### src/rtl/fp_mult_pkg.sv
// Shared types and constants for the FP multiplier result path.
// Holds status bit indices and the fp_result_t result bundle.
package fp_mult_pkg;

    localparam int STATUS_W = 8;

    localparam int ST_ZERO      = 0;
    localparam int ST_INF       = 1;
    localparam int ST_NAN       = 2;
    localparam int ST_TINY      = 3;
    localparam int ST_HUGE      = 4;
    localparam int ST_INEXACT   = 5;
    localparam int ST_HUGE_INT  = 6;
    localparam int ST_IEEE_COMP = 7;

    typedef struct packed {
        logic [31:0]         z;
        logic [STATUS_W-1:0] status;
    } fp_result_t;

endpackage

### src/rtl/fp_res_fifo.sv
// Synchronous FIFO of fp_result_t with wrapping ADDR_W+1 bit pointers.
// Ports: clk, rst, push, pop, wdata, rdata, full, empty, level.
module fp_res_fifo
    import fp_mult_pkg::*;
#(
    parameter int DEPTH = 4,
    localparam int ADDR_W = $clog2(DEPTH)
) (
    input  logic              clk,
    input  logic              rst,
    input  logic              push,
    input  logic              pop,
    input  fp_result_t        wdata,
    output fp_result_t        rdata,
    output logic              full,
    output logic              empty,
    output logic [ADDR_W:0]   level
);

    fp_result_t        mem [DEPTH];
    logic [ADDR_W:0]   wr_ptr;
    logic [ADDR_W:0]   rd_ptr;
    logic              do_pop;
    logic              do_push;

    assign empty = (wr_ptr == rd_ptr);
    assign full  = (wr_ptr[ADDR_W] != rd_ptr[ADDR_W]) &&
                   (wr_ptr[ADDR_W-1:0] == rd_ptr[ADDR_W-1:0]);
    assign level = wr_ptr - rd_ptr;
    assign rdata = mem[rd_ptr[ADDR_W-1:0]];

    assign do_pop  = pop & ~empty;
    // A full FIFO accepts a write only when the head leaves the same cycle.
    assign do_push = push & (~full | do_pop);

    always_ff @(posedge clk or posedge rst) begin
        if (rst) begin
            wr_ptr <= '0;
            rd_ptr <= '0;
        end else begin
            if (do_push) wr_ptr <= wr_ptr + 1'b1;
            if (do_pop)  rd_ptr <= rd_ptr + 1'b1;
        end
    end

    // Storage is intentionally not reset.
    always_ff @(posedge clk) begin
        if (do_push) mem[wr_ptr[ADDR_W-1:0]] <= wdata;
    end

endmodule

### src/rtl/fp_mult_result_buffer.sv
// Result buffer after the FP multiplier: FIFO, sticky flags, drop flag.
// Ports: clk, rst, in_valid/in_z/in_status, out_valid/out_ready/out_z/
// out_status, sticky_status, overflow, sticky_clr, level.
// Macro FP_RES_CNT_EN adds a 16-bit saturating push counter res_count.
module fp_mult_result_buffer
    import fp_mult_pkg::*;
#(
    parameter int DEPTH = 4,
    localparam int ADDR_W = $clog2(DEPTH)
) (
    input  logic                clk,
    input  logic                rst,
    input  logic                in_valid,
    input  logic [31:0]         in_z,
    input  logic [STATUS_W-1:0] in_status,
    output logic                out_valid,
    input  logic                out_ready,
    output logic [31:0]         out_z,
    output logic [STATUS_W-1:0] out_status,
    output logic [STATUS_W-1:0] sticky_status,
    output logic                overflow,
    input  logic                sticky_clr,
`ifdef FP_RES_CNT_EN
    output logic [ADDR_W:0]     level,
    output logic [15:0]         res_count
`else
    output logic [ADDR_W:0]     level
`endif
);

    fp_result_t wdata;
    fp_result_t rdata;
    logic       full;
    logic       empty;
    logic       pop;
    logic       push;
    logic       drop;

    assign wdata.z      = in_z;
    assign wdata.status = in_status;

    assign pop  = out_valid & out_ready;
    assign push = in_valid & (~full | pop);
    // The multiplier cannot stall, so a result arriving at a full,
    // non-draining FIFO is lost.
    assign drop = in_valid & full & ~pop;

    fp_res_fifo #(.DEPTH(DEPTH)) u_fifo (
        .clk   (clk),
        .rst   (rst),
        .push  (push),
        .pop   (pop),
        .wdata (wdata),
        .rdata (rdata),
        .full  (full),
        .empty (empty),
        .level (level)
    );

    assign out_valid  = ~empty;
    assign out_z      = rdata.z;
    assign out_status = rdata.status;

    // Clear acts first so a same-cycle accepted status survives it.
    always_ff @(posedge clk or posedge rst) begin
        if (rst) begin
            sticky_status <= '0;
            overflow      <= 1'b0;
        end else begin
            sticky_status <= (sticky_clr ? '0 : sticky_status) |
                             (push ? in_status : '0);
            overflow      <= (sticky_clr ? 1'b0 : overflow) | drop;
        end
    end

`ifdef FP_RES_CNT_EN
    always_ff @(posedge clk or posedge rst) begin
        if (rst) begin
            res_count <= '0;
        end else if (sticky_clr) begin
            res_count <= {15'd0, push};
        end else if (push && res_count != 16'hFFFF) begin
            res_count <= res_count + 16'd1;
        end
    end
`endif

endmodule

### config.mk
export PLATFORM = sky130hd
export DESIGN_NAME = fp_mult_result_buffer
export DESIGN_NICKNAME = d
export VERILOG_FILES = /design/src/rtl/fp_mult_pkg.sv /design/src/rtl/fp_res_fifo.sv /design/src/rtl/fp_mult_result_buffer.sv
export SDC_FILE = /design/constraint.sdc
export NUM_CORES = 1
export LEC_CHECK = 0
export CAP_MARGIN = 20
export CORE_MARGIN = 10
export CORE_UTILIZATION = 46
export DETAILED_ROUTE_END_ITERATION = 10
export PLACE_DENSITY = 0.78
export SETUP_SLACK_MARGIN = 0.2
export SYNTH_ARGS = -nofsm -noshare
export SYNTH_HDL_FRONTEND = slang
export SYNTH_SLANG_ARGS = --single-unit
export TNS_END_PERCENT = 50
### constraint.sdc
create_clock -name clk -period 3.2 [get_ports clk]
set_clock_uncertainty 0.2 [all_clocks]
set_input_delay 0.96 -clock clk [delete_from_list [all_inputs] [get_ports clk]]
set_output_delay 0.96 -clock clk [all_outputs]
set_load 0.02 [all_outputs]
==> results_dict.tcl <==
set metrics [dict create \
    status "complete, no violations" \
    crit_required_ns 2.04 \
    ys_seq_area_share_pct 79.3 \
    rows 43 \
    hold_viol 0 \
    netlist_instances 274 \
    maxSlewViolCount 0 \
    grt_usage_pct 13.4 \
    endpoint_kind "output pin" \
    syn2layout_area_growth_pct 30.5 \
    critical_path_class "flop to output pin" \
    fin_crit_ns 3.04 \
    yosys.area.top_type_share_pct 73.5 \
    root_buffer "clkbuf_16" \
    clk_latency_ns 0.41 \
    hp-class "flop to flop" \
    diodes 0 \
    cts_hold_buf 0 \
    yosysMostFrequentCell "edfxtp_1" \
    overflow 0 \
    critPathLaunchType "flop" \
    crit_path_start "u_fifo.rd_ptr[0]" \
    vias 3141 \
    fin_tns_setup_ns 0 \
    core-area_sq_um 13900 \
    synth_edf_count 160 \
    nFillCells 980 \
    maxCapViolations 0 \
    avgViaCountPerCell 5.32 \
    wl_met2_mm 6.59 \
    drtIter0Drc 159 \
    cts_made_buffers 17 \
    setup_viol_count_final 0 \
    rsz0062_at_grt "true" \
    htree_num_levels 4 \
    fin_nets 450 \
    crit_fanout 4 \
    total_power_uw 8650 \
    wl_met3_microns 738 \
    cts_tree "yes" \
    worst_slack_ns 0.159 \
    synth_nets 327 \
    async_flop_share_pct 8.57 \
    hold_start "overflow" \
    fmax_mhz 329 \
    slowest_delay_ns 0.53 \
    fin_crit_sh_pct 95.0 \
    max-clock-path-buffers 2 \
    hpwl_mm 8.28 \
    power_leakage_uw 0.00296 \
    syn_area_sq_um 6530 \
    ir_worst_vdd_mv 0.944 \
    die_area_sq_um 19400 \
    powerDensity_nw_per_um2 1010 \
    place.gp.congestion 0.764 \
    drc 0 \
    worst_pin_slew_ns 0.608 \
    ant_nets 0 \
    synth_commonest_cells "160 x edfxtp_1, 40 x mux4_2, 15 x dfrtp_1" \
    pre_cts_ws_ns 0.165 \
    firstDrtPassIters 4 \
    yosysUniqueCellTypes 25 \
    die_y_microns 139 \
    grt_max_degree 24 \
    io_buffers 97 \
    ys_warn_count 0 \
    routedWlPerCell_microns 21.9 \
    boundaryPins 98 \
    relSlewSlack_pct 59.4 \
    yosys-top-cells-area "edfxtp_1 74%, mux4_2 14%, dfrtp_1 5.7%" \
    grt_pass1_wl_mm 20.0 \
    antenna_found_initial 1 \
    drive_above_1_share_pct 36.1 \
    initial_core_util_pct 47.1 \
    die_x_microns 139 \
    critical_path.cell_chain "ha_2 > fa_2 > inv_1 > buf_2" \
    cts.sinks 175 \
    yosysTopAreaCell "edfxtp_1" \
    synth.avg_cell_area_sq_um 23.8 \
    totalWireLength_mm 12.9 \
    highest_layer "met5" \
    slowest_stage "dfrtp_4" \
    r2r_start "u_fifo.rd_ptr[0]" \
    path_clk_slew_ns 0.06 \
    synth_seq_cells 175 \
    synth_flop_cell "edfxtp_1" \
    grt_pass1_vias 3441 \
    met1_length_mm 5.46 \
    arrival_ns 1.88 \
]
cell families (layout without fill, tap and decap cells):
logic type | after synthesis | after routing | synth area share [%]
xor gates and xnor gates | 5 | 5 | 0.670
AOI/OAI and AO/OA | 13 | 13 | 1.91
adders and majority gates | 8 | 8 | 1.65
and+or+nand+nor | 13 | 13 | 1.13
muxes | 42 | 42 | 14.1
buffers and inverters | 18 | 154 | 1.23
DFF | 175 | 175 | 79.3
per-layer routing:
| layer | track usage [%] | vias up |
|---|---|---|
| li1 | - | 1391 |
| met1 | 15.9 | 1648 |
| met2 | 22.0 | 84 |
| met3 | 4.76 | 16 |
| met4 | 4.94 | 2 |
| met5 | 0 | - |
layout make-up:
cell class	instances	area (sq um)	share of cell area, %
clock inverters	7	113	1.32
clock buffers	25	465	5.46
inverters	7	26.3	0.308
multi-input cells	81	1290	15.1
flip-flops and latches	175	5180	60.8
well taps	180	225	2.64
repair buffers	115	1230	14.4
sequential cells by signal, summed over array words and instances, names as in the netlist:
register	cells
u_fifo.wr_ptr	3
overflow	1
u_fifo.rd_ptr	3
u_fifo.mem	160
sticky_status	8
worst paths after layout:
| check | end | slack (ns) | cells past startpoint |
|---|---|---|---|
| max in group asynchronous | u_fifo.rd_ptr[0] | 1.64 | 2 |
| worst max-delay path | level[1] | 0.16 | 4 |
| worst max register to register | u_fifo.mem[3][25] | 0.82 | 5 |
| worst min register to register | overflow | 0.31 | 1 |
| min in group asynchronous | sticky_status[7] | 0.71 | 2 |
| worst min-delay path | overflow | 0.31 | 1 |
layout by cell type, fill, tap and decap left out, types with 2 or more instances in the layout:
cell type / Yosys / final
edfxtp_1: 160 / 160
inv_1: 6 / 5
clkbuf_16: 0 / 18
xnor2_1: 4 / 3
buf_16: 0 / 2
buf_4: 0 / 13
mux4_2: 40 / 40
a22o_2: 8 / 8
dfrtp_1: 15 / 13
buf_6: 1 / 40
clkinv_2: 0 / 3
clkdlybuf4s50_1: 0 / 53
bufinv_16: 0 / 3
nand2_1: 4 / 4
buf_12: 0 / 2
ha_1: 7 / 6
dlygate4sd2_1: 0 / 2
clkbuf_1: 6 / 7
mux2_2: 2 / 2
and2_2: 4 / 4
nor2_1: 2 / 2
metrics by stage:
step           instance area (sq um)  cells  util, %  hold slack [ns]
2_1_floorplan                   6530    274        -            0.359
3_3_place_gp                    7800    554     56.2            0.282
3_5_place_dp                    7800    554     56.2            0.295
4_1_cts                         8470    588     61.1            0.314
5_1_grt                         8530    590     61.4            0.335
6_report                        8530    590     61.4            0.312
worst max-delay path, delay by kind of cell (launching register included):
| kind | cells | cell delay (ns) |
|---|---|---|
| flops | 1 | 0.53 |
| fa+ha+maj | 2 | 0.73 |
| buf+inv | 2 | 0.20 |
where the power goes:
group          internal, uW  switching, uW  total (uW)
Clock                  1250            777        2020
Combinational          1700           1720        3420
Sequential             3040            170        3210
Total                  5980           2670        8650
repair_timing:
action                     CTS  global route
setup buffers                1             1
pin swaps                    1             0
resized for setup          254             5
gates cloned                 1             1
setup endpoints to repair   44            42
Note: power is estimated with default switching activity, not from simulation.
